==> src/rtl/mc_control_fsm_irq.sv <==
// -----------------------------------------------------------------------------
// mc_control_fsm_irq
//   Multi-cycle MIPS control FSM (R-type, addi, lw, sw, beq, j, eret) with a
//   vectored, prioritised interrupt front end: NUM_IRQ level-sensitive maskable
//   lines (line 0 highest priority), one rising-edge NMI, and internal EPCs.
//   An NMI may preempt a maskable handler (nesting depth 2). A maskable request
//   never preempts a handler.
//
// Ports
//   clk, rst_n          clock (rising edge), asynchronous active-low reset
//   opcode              IR[31:26], valid from DECODE onward
//   pc                  current PC, captured as EPC in IRQ_ENTRY
//   irq, irq_mask       maskable requests (level), 1 = line masked
//   nmi                 non-maskable request, rising-edge detected
//   busy                defers maskable entry (NMI ignores it)
//   alu_op, alu_src_a, alu_src_b, pc_src, i_or_d, mem_to_reg, reg_dst,
//   ir_write, mem_write, pc_write, branch, reg_write   datapath controls
//   irq_pc              handler vector in IRQ_ENTRY, restored EPC in ERET, else 0
//   irq_ack, nmi_ack    1-cycle entry acknowledges
//   in_isr              a handler is active
//   illegal_op          1-cycle pulse in DECODE on an unknown opcode
//   state               current state encoding (debug)
// -----------------------------------------------------------------------------
module mc_control_fsm_irq #(
  parameter int unsigned     NUM_IRQ    = 4,
  parameter int unsigned     PC_W       = 32,
  parameter logic [PC_W-1:0] VEC_BASE   = 32'h40,
  parameter logic [PC_W-1:0] VEC_STRIDE = 32'h10,
  parameter logic [5:0]      OP_ERET    = 6'h10
) (
  input  logic               clk,
  input  logic               rst_n,
  input  logic [5:0]         opcode,
  input  logic [PC_W-1:0]    pc,
  input  logic [NUM_IRQ-1:0] irq,
  input  logic [NUM_IRQ-1:0] irq_mask,
  input  logic               nmi,
  input  logic               busy,
  output logic [1:0]         alu_op,
  output logic               alu_src_a,
  output logic [1:0]         alu_src_b,
  output logic [1:0]         pc_src,
  output logic               i_or_d,
  output logic               mem_to_reg,
  output logic               reg_dst,
  output logic               ir_write,
  output logic               mem_write,
  output logic               pc_write,
  output logic               branch,
  output logic               reg_write,
  output logic [PC_W-1:0]    irq_pc,
  output logic [NUM_IRQ-1:0] irq_ack,
  output logic               nmi_ack,
  output logic               in_isr,
  output logic               illegal_op,
  output logic [3:0]         state
);

  localparam int unsigned IDX_W = (NUM_IRQ > 1) ? $clog2(NUM_IRQ) : 1;

  typedef enum logic [3:0] {
    S_FETCH     = 4'd0,
    S_DECODE    = 4'd1,
    S_MEM_ADR   = 4'd2,
    S_MEM_READ  = 4'd3,
    S_MEM_WB    = 4'd4,
    S_MEM_WRITE = 4'd5,
    S_EXECUTE   = 4'd6,
    S_ALU_WB    = 4'd7,
    S_BRANCH    = 4'd8,
    S_ADDI_EX   = 4'd9,
    S_ADDI_WB   = 4'd10,
    S_JUMP      = 4'd11,
    S_IRQ_ENTRY = 4'd12,
    S_ERET      = 4'd13
  } state_e;

  state_e            state_q, state_d;
  logic              run_q;        // 0 until the first clock after reset release
  logic              nmi_prev_q;
  logic              nmi_pend_q;
  logic              nmi_act_q;
  logic              irq_act_q;
  logic [PC_W-1:0]   epc_n_q;
  logic [PC_W-1:0]   epc_m_q;
  logic              entry_nmi_q;  // entry choice latched at the FETCH edge
  logic [IDX_W-1:0]  entry_idx_q;

  logic [NUM_IRQ-1:0] irq_req;
  logic [IDX_W-1:0]   irq_idx;
  logic               in_fetch;
  logic               take_nmi;
  logic               take_irq;
  logic               nmi_edge;
  logic [PC_W-1:0]    vector;

  assign in_isr   = irq_act_q | nmi_act_q;
  assign state    = state_q;
  assign irq_req  = irq & ~irq_mask;
  assign in_fetch = run_q && (state_q == S_FETCH);
  assign take_nmi = in_fetch & nmi_pend_q & ~nmi_act_q;
  assign take_irq = in_fetch & ~in_isr & ~busy & (|irq_req);
  // The first sampled nmi level after reset only seeds the edge detector.
  assign nmi_edge = run_q & nmi & ~nmi_prev_q;

  assign vector = entry_nmi_q ? VEC_BASE
                              : VEC_BASE + (PC_W'(entry_idx_q) + PC_W'(1)) * VEC_STRIDE;

  // Lowest pending unmasked line wins.
  always_comb begin
    irq_idx = '0;
    for (int unsigned k = NUM_IRQ; k > 0; k--) begin
      if (irq_req[k-1]) irq_idx = IDX_W'(k-1);
    end
  end

  // Moore decode of the current state; only FETCH looks at the interrupt gate.
  always_comb begin
    state_d    = state_q;
    alu_op     = 2'd0;
    alu_src_a  = 1'b0;
    alu_src_b  = 2'd0;
    pc_src     = 2'd0;
    i_or_d     = 1'b0;
    mem_to_reg = 1'b0;
    reg_dst    = 1'b0;
    ir_write   = 1'b0;
    mem_write  = 1'b0;
    pc_write   = 1'b0;
    branch     = 1'b0;
    reg_write  = 1'b0;
    irq_pc     = '0;
    irq_ack    = '0;
    nmi_ack    = 1'b0;
    illegal_op = 1'b0;

    if (!run_q) begin
      state_d = S_FETCH;
    end else begin
      unique case (state_q)
        S_FETCH: begin
          alu_src_b = 2'd1;
          if (take_nmi || take_irq) begin
            state_d = S_IRQ_ENTRY;
          end else begin
            ir_write = 1'b1;
            pc_write = 1'b1;
            state_d  = S_DECODE;
          end
        end
        S_DECODE: begin
          alu_src_b = 2'd3;
          if (opcode == 6'd0)                             state_d = S_EXECUTE;
          else if (opcode == 6'd8)                        state_d = S_ADDI_EX;
          else if (opcode == 6'd35 || opcode == 6'd43)    state_d = S_MEM_ADR;
          else if (opcode == 6'd4)                        state_d = S_BRANCH;
          else if (opcode == 6'd2)                        state_d = S_JUMP;
          else if (opcode == OP_ERET && in_isr)           state_d = S_ERET;
          else begin
            illegal_op = 1'b1;
            state_d    = S_FETCH;
          end
        end
        S_MEM_ADR: begin
          alu_src_a = 1'b1;
          alu_src_b = 2'd2;
          state_d   = (opcode == 6'd35) ? S_MEM_READ : S_MEM_WRITE;
        end
        S_MEM_READ: begin
          i_or_d  = 1'b1;
          state_d = S_MEM_WB;
        end
        S_MEM_WB: begin
          reg_write  = 1'b1;
          mem_to_reg = 1'b1;
          state_d    = S_FETCH;
        end
        S_MEM_WRITE: begin
          i_or_d    = 1'b1;
          mem_write = 1'b1;
          state_d   = S_FETCH;
        end
        S_EXECUTE: begin
          alu_src_a = 1'b1;
          alu_op    = 2'd2;
          state_d   = S_ALU_WB;
        end
        S_ALU_WB: begin
          reg_write = 1'b1;
          reg_dst   = 1'b1;
          state_d   = S_FETCH;
        end
        S_BRANCH: begin
          alu_src_a = 1'b1;
          alu_op    = 2'd1;
          pc_src    = 2'd1;
          branch    = 1'b1;
          state_d   = S_FETCH;
        end
        S_ADDI_EX: begin
          alu_src_a = 1'b1;
          alu_src_b = 2'd2;
          state_d   = S_ADDI_WB;
        end
        S_ADDI_WB: begin
          reg_write = 1'b1;
          state_d   = S_FETCH;
        end
        S_JUMP: begin
          pc_src   = 2'd2;
          pc_write = 1'b1;
          state_d  = S_FETCH;
        end
        S_IRQ_ENTRY: begin
          pc_src   = 2'd3;
          pc_write = 1'b1;
          irq_pc   = vector;
          if (entry_nmi_q) nmi_ack = 1'b1;
          else             irq_ack = NUM_IRQ'(1) << entry_idx_q;
          state_d = S_FETCH;
        end
        S_ERET: begin
          pc_src   = 2'd3;
          pc_write = 1'b1;
          irq_pc   = nmi_act_q ? epc_n_q : epc_m_q;
          state_d  = S_FETCH;
        end
        default: state_d = S_FETCH;
      endcase
    end
  end

  always_ff @(posedge clk or negedge rst_n) begin
    if (!rst_n) begin
      state_q     <= S_FETCH;
      run_q       <= 1'b0;
      nmi_prev_q  <= 1'b0;
      nmi_pend_q  <= 1'b0;
      nmi_act_q   <= 1'b0;
      irq_act_q   <= 1'b0;
      epc_n_q     <= '0;
      epc_m_q     <= '0;
      entry_nmi_q <= 1'b0;
      entry_idx_q <= '0;
    end else begin
      run_q      <= 1'b1;
      nmi_prev_q <= nmi;
      state_q    <= state_d;

      // A fresh edge wins over the clear so it is not lost during entry.
      if (nmi_edge)                                     nmi_pend_q <= 1'b1;
      else if (state_q == S_IRQ_ENTRY && entry_nmi_q)   nmi_pend_q <= 1'b0;

      if (take_nmi || take_irq) begin
        entry_nmi_q <= take_nmi;
        entry_idx_q <= irq_idx;
      end

      if (state_q == S_IRQ_ENTRY) begin
        if (entry_nmi_q) begin
          epc_n_q   <= pc;
          nmi_act_q <= 1'b1;
        end else begin
          epc_m_q   <= pc;
          irq_act_q <= 1'b1;
        end
      end

      // Innermost handler (NMI) returns first.
      if (state_q == S_ERET) begin
        if (nmi_act_q) nmi_act_q <= 1'b0;
        else           irq_act_q <= 1'b0;
      end
    end
  end

endmodule

==> config.mk <==
export PLATFORM = sky130hd
export DESIGN_NAME = mc_control_fsm_irq
export DESIGN_NICKNAME = d
export VERILOG_FILES = /design/src/rtl/mc_control_fsm_irq.sv
export SDC_FILE = /design/constraint.sdc
export NUM_CORES = 1
export LEC_CHECK = 0
export ABC_AREA = 1
export CORE_MARGIN = 2
export CORE_UTILIZATION = 49
export DETAILED_ROUTE_END_ITERATION = 6
export PLACE_DENSITY = 0.78
export SLEW_MARGIN = 15
export SYNTH_ARGS = -nofsm -noshare
export SYNTH_HDL_FRONTEND = slang
export SYNTH_SLANG_ARGS = --single-unit
==> constraint.sdc <==
create_clock -name clk -period 1.9 [get_ports clk]
set_input_delay 0.475 -clock clk [delete_from_list [all_inputs] [get_ports clk]]
set_output_delay 0.475 -clock clk [all_outputs]
set_load 0.005 [all_outputs]
After elaboration in Yosys (flattened, before gate mapping)
Index checks and enable logic that the tools add are counted.

word-level totals
  input port bits = 50
  output and inout bits = 58
  register bits after elaboration = 76
  logic and storage cells = 131

cells by class
  reduce and logical (&&, ||, !) cells = 17
  multiplexer cells = 67
  shift-type cells = 1
  bitwise gates (word level) = 15
  $add $sub $neg = 2
  eq/ne operators = 19

operators with widths
  operator                                                         number
  32-bit two-way mux                                               2
  32-bit case mux with 2 select lines                              1
  4-bit two-way mux                                                11
  1-bit two-way mux                                                39
  4-bit == test, second input constant                             6
  4-bit case mux with 6 select lines                               1
  4-bit by 3-bit == test with 1-bit output, second input constant  4
  2-bit two-way mux                                                7
  6-bit == test, second input constant                             2
  2-bit case mux with 3 select lines                               2
  7-bit by 7-bit adder with 8-bit output, first input constant     1
  4-bit by 2-bit == test with 1-bit output, second input constant  2
  8-bit two-way mux                                                1
  4-bit OR reduction                                               2
  1-bit bitwise AND                                                7
  6-bit by 2-bit == test with 1-bit output, second input constant  1
  6-bit by 3-bit == test with 1-bit output, second input constant  1
  6-bit by 4-bit == test with 1-bit output, second input constant  1
  6-bit by 5-bit == test with 1-bit output, second input constant  1
  6-bit logical NOT                                                1
  2-bit OR reduction                                               3
  3-bit OR reduction                                               2
  1-bit inverter                                                   5
  4-bit bitwise AND                                                1
  13 further kinds                                                 17

Depth between registers and ports, before layout
  depth in word-level cells = 10
  gate-level depth with buffers = 10
  mapped depth without buffers = 10

Worst setup path before layout
Ideal clock, no wire load.

  path kind = flip-flop to output port
  start = reg state_q[1], in the netlist state[1]
  end = out irq_pc[7]
  setup slack = 0.228 ns
  data required time = 1.425 ns
  arrival = 1.197 ns
  cell stages (with the launch flop) = 7
  buffers on the path = 1
  cell sequence = dfrtp_1 -> inv_1 -> nand2_4 -> nor2_4 -> nand2_2 -> buf_6 -> o32ai_4

on the way
  longest elaborated chain between the ends = 3
  elaborated cells between the ends (all ways) = 4
  classes of those cells = eq/ne (2); mux (2)

ends and longest elaborated chain
  element                                line  RTL
  start, declared                        78    state_e state_q, state_d;
  start signal, assigned                 248   state_q <= state_d;
  4-bit == test                          140   unique case (state_q)
  32-bit case mux with 2 select lines *  140
  32-bit two-way mux *                   137   if (!run_q) begin
  end, declared                          51    output logic [PC_W-1:0] irq_pc,

Mark *: on every way between the ends. The rest lies on a longest branch, timed or not.

Final worst setup path
  start = reg state_q[0], in the netlist state[0]
  end = out irq_pc[5]

Same word-level chain as after synthesis.

==> metrics.txt <==
# TYPE chip_impl_metric gauge
chip_impl_metric{name="drv_slew",unit=""} 0
chip_impl_metric{name="layout_worst_path_cycle_share",unit=""} 1.20
chip_impl_metric{name="worst_path_fanout_max",unit=""} 6
chip_impl_metric{name="post_route_cells_drive_above_1_share",unit=""} 0.428
chip_impl_metric{name="layout.area.seq",unit="µm²"} 1910
chip_impl_metric{name="fp.coreArea",unit="µm²"} 8130
chip_impl_metric{name="layout_setup_ws",unit="ns"} -0.381
chip_impl_metric{name="async_flop_share",unit=""} 1.00
chip_impl_metric{name="postPlaceCellArea",unit="µm²"} 5620
chip_impl_metric{name="grt_usage",unit=""} 0.321
chip_impl_metric{name="grt.overflow.total",unit=""} 0
chip_impl_metric{name="vias_in_the_first_global_route",unit=""} 4610
chip_impl_metric{name="grt_use_met3",unit=""} 0.0719
chip_impl_metric{name="cts_clock_pin_slew_for_the_worst_setup_and_hold_paths",unit="ns"} 0.08
chip_impl_info{name="crit_path_top_delay_cell",value="dfrtp_2"} 1
chip_impl_metric{name="finalCriticalPeriod",unit="ns"} 2.28
chip_impl_metric{name="postSynthRegisterBits",unit=""} 76
chip_impl_metric{name="die_w",unit="µm"} 95.2
chip_impl_info{name="grt-busiest-layer",value="met2"} 1
chip_impl_metric{name="total_number_of_nets_in_the_final_design",unit=""} 785
chip_impl_metric{name="layout.filler_cells",unit=""} 455
chip_impl_metric{name="grt_first_pass_wirelength",unit="mm"} 22.3
chip_impl_metric{name="insertedDiodeCount",unit=""} 0
chip_impl_info{name="hold_path_class",value="reg -> reg"} 1
chip_impl_metric{name="avgSynthCellArea",unit="µm²"} 7.80
chip_impl_info{name="violations",value="negative setup slack"} 1
chip_impl_metric{name="fp-row-count",unit=""} 33
chip_impl_info{name="critical_path.endpoint_type",value="output port"} 1
chip_impl_metric{name="sum_of_negative_setup_slack",unit="ns"} -13.48
chip_impl_info{name="crit_chain",value="buf_6, nand2_4, nor2_4, buf_4, nand3_1, a31oi_4, buf_2"} 1
chip_impl_metric{name="clock_sink_count",unit=""} 76
chip_impl_metric{name="ports_placed_on_the_boundary",unit=""} 108
chip_impl_metric{name="met1_usage",unit=""} 0.384
chip_impl_metric{name="routed-via-count",unit=""} 4679
chip_impl_info{name="critical_path_class",value="reg -> out"} 1
chip_impl_metric{name="hold_viol",unit=""} 0
chip_impl_metric{name="synth.net_count",unit=""} 576
chip_impl_metric{name="drt_wl_total",unit="mm"} 16.0
chip_impl_metric{name="number_of_antenna_violations_at_the_first_check_in_global_routing",unit=""} 0
chip_impl_metric{name="globalplace.congestion",unit=""} 0.913
chip_impl_metric{name="total_clock_buffers_created_by_cts",unit=""} 9
chip_impl_metric{name="clock_buffer_depth",unit=""} 2
chip_impl_metric{name="critPathRequiredTime",unit="ns"} 1.42
chip_impl_metric{name="detail_route.iter0.violations",unit=""} 434
chip_impl_metric{name="clock_insertion_delay_at_the_later_pin_of_the_skew_report",unit="ns"} 0.36
chip_impl_metric{name="cellLeakagePower",unit="nW"} 3.48
chip_impl_metric{name="detail_route.vias_per_cell",unit=""} 5.56
chip_impl_metric{name="clock_skew",unit="ns"} 0.0149
chip_impl_metric{name="drt-pass1-iter-count",unit=""} 5
chip_impl_metric{name="post_synth_instance_area",unit="µm²"} 4070
chip_impl_metric{name="gr_layer_usage_met2",unit=""} 0.533
chip_impl_metric{name="grt_start_max_net_pins",unit=""} 65
chip_impl_metric{name="max_clock_freq",unit="MHz"} 438
chip_impl_info{name="tritoncts",value="built"} 1
chip_impl_metric{name="routed_wire_length_per_instance",unit="µm"} 19.0
chip_impl_metric{name="dpl_worst_slack",unit="ns"} -0.685
chip_impl_info{name="rsz0062_at_grt",value="true"} 1
chip_impl_info{name="synth-main-ff-cell",value="dfrtp_1"} 1
chip_impl_metric{name="post-route-drc-count",unit=""} 0
chip_impl_metric{name="ir_drop",unit="µV"} 515
chip_impl_metric{name="htree_num_levels",unit=""} 3
chip_impl_info{name="critical_path.startpoint_type",value="flop"} 1
chip_impl_metric{name="io_buffer_count",unit=""} 107
chip_impl_metric{name="drv.max_cap_violation_count",unit=""} 0
chip_impl_info{name="root_buffer",value="clkbuf_8"} 1
chip_impl_metric{name="multi_input_area",unit="µm²"} 2160
chip_impl_metric{name="number_of_enable_flip_flop_cells_after_synthesis",unit=""} 0
chip_impl_metric{name="worst_ep_arrival_time",unit="ns"} 1.81
chip_impl_metric{name="post_detailed_route_count_of_antenna_violating_nets",unit=""} 0
chip_impl_metric{name="floorplan.die.height",unit="µm"} 95.2
chip_impl_metric{name="power.density_cell_area",unit="nW/µm²"} 595
chip_impl_metric{name="synth.yosys.warnings",unit=""} 0
chip_impl_metric{name="synth.yosys.seq_area_share",unit=""} 0.467
chip_impl_metric{name="fp.dieArea",unit="µm²"} 9050
chip_impl_metric{name="synthToLayoutAreaGrowth",unit="%"} 63.5
chip_impl_metric{name="floorplan.initialDensity",unit=""} 0.501
chip_impl_metric{name="detailedPlacementHpwl",unit="mm"} 7.56
chip_impl_metric{name="postSynthCellCount",unit=""} 522
chip_impl_info{name="run_status",value="finished, violations left"} 1
chip_impl_metric{name="yosys.cell_types.count",unit=""} 32
chip_impl_metric{name="finalSetupViolCount",unit=""} 56
chip_impl_metric{name="final_cell_utilization_of_the_core",unit=""} 0.818
chip_impl_metric{name="worst-r2r-setup-slack",unit="ns"} -0.01
chip_impl_metric{name="final_cell_area",unit="µm²"} 6660
chip_impl_metric{name="critical_path.max_stage_delay",unit="ns"} 0.44
## registers in the layout, summed over array words and instances (netlist names)
signal,flops
state,4
nmi_pend_q,1
epc_n_q,32
entry_idx_q,2
run_q,1
nmi_act_q,1
epc_m_q,32
entry_nmi_q,1
nmi_prev_q,1
irq_act_q,1
## timing repair
item / CTS / global route
hold buffers: 1 / 0
endpoints found under the hold margin: 14 / 0
gates cloned: 0 / 2
setup endpoints to repair: 88 / 115
pin swaps: 28 / 20
resized for setup: 277 / 89
buffers inserted: 45 / 8
## per-stage QoR
stage | cells | power [mW] | hold slack [ns]
finish | 841 | 3.96 | 0.488
global route | 841 | 4.08 | 0.503
CTS | 832 | 3.86 | 0.458
detailed placement | 772 | 2.22 | 0.387
global placement | 772 | 2.20 | 0.385
floorplan | 522 | 1.94 | 0.179
## cell usage after synthesis, types with 5 or more instances
cell / count / area, µm²
a21oi_1: 34 / 170
o21ai_0: 6 / 30.0
inv_1: 68 / 255
o21ai_2: 23 / 201
o21ai_1: 41 / 205
buf_6: 11 / 124
clkbuf_1: 5 / 18.8
buf_2: 5 / 25.0
nor2_1: 39 / 146
dfrtp_1: 76 / 1900
nand3_1: 19 / 95.1
nand2_1: 156 / 586
## cell families after synthesis
group                      after synthesis  share of synthesized area
AOI/OAI and AO/OA                      113                      0.169
muxes                                    1                    0.00246
other                                    1                   0.000921
and+or+nand+nor                        230                      0.234
DFF                                     76                      0.467
adders and majority gates                4                     0.0123
buffers and inverters                   97                      0.114
## power by group
| part | total (mW) | switching [mW] | internal (mW) |
|---|---|---|---|
| Combinational | 0.665 | 0.350 | 0.315 |
| Clock | 1.56 | 0.616 | 0.949 |
| Sequential | 1.73 | 0.0513 | 1.68 |
| Total | 3.96 | 1.02 | 2.94 |
## routing by layer
layer	vias to the layer above	part of all wire
li1	2064	-
met1	2229	0.38
met2	318	0.49
met3	68	0.090
met4	0	0.044
met5	-	0
## final cells by class
cell class	count	area share
Clock buffer	11	0.0227
Clock inverter	5	0.0162
Inverter	72	0.0429
Multi-Input combinational cell	349	0.324
Sequential cell	76	0.287
Tap cell	105	0.0197
Timing Repair Buffer	223	0.288
## critical path, delay by kind of cell, from the launching register on
kind                   cells  cell delay (ns)
flip-flops                 1             0.44
AO/OA/AOI/OAI              1             0.22
buffers and inverters      3             0.45
AND/OR/NAND/NOR            3             0.33
## final timing paths
kind	depth (start not counted)	start	to
worst max-delay path	7	state[0]	irq_pc[5]
min in group asynchronous	2	rst_n	epc_n_q[6]
worst max register to register	11	state[3]	epc_m_q[11]
max in group asynchronous	3	rst_n	epc_n_q[1]
worst min register to register	2	epc_n_q[17]	epc_n_q[17]
worst min-delay path	2	epc_n_q[17]	epc_n_q[17]
## placed cells by master (no fill, tap or decap), types with 15 or more instances in the layout
| cell | n |
|---|---|
| inv_1 | 57 |
| nor2_1 | 23 |
| buf_2 | 39 |
| nand2_1 | 140 |
| buf_6 | 15 |
| a21oi_2 | 25 |
| o21ai_2 | 24 |
| clkdlybuf4s50_1 | 40 |
| dfrtp_1 | 71 |
| buf_4 | 95 |
| o21ai_1 | 43 |
Power figures use the tool's default switching activity.
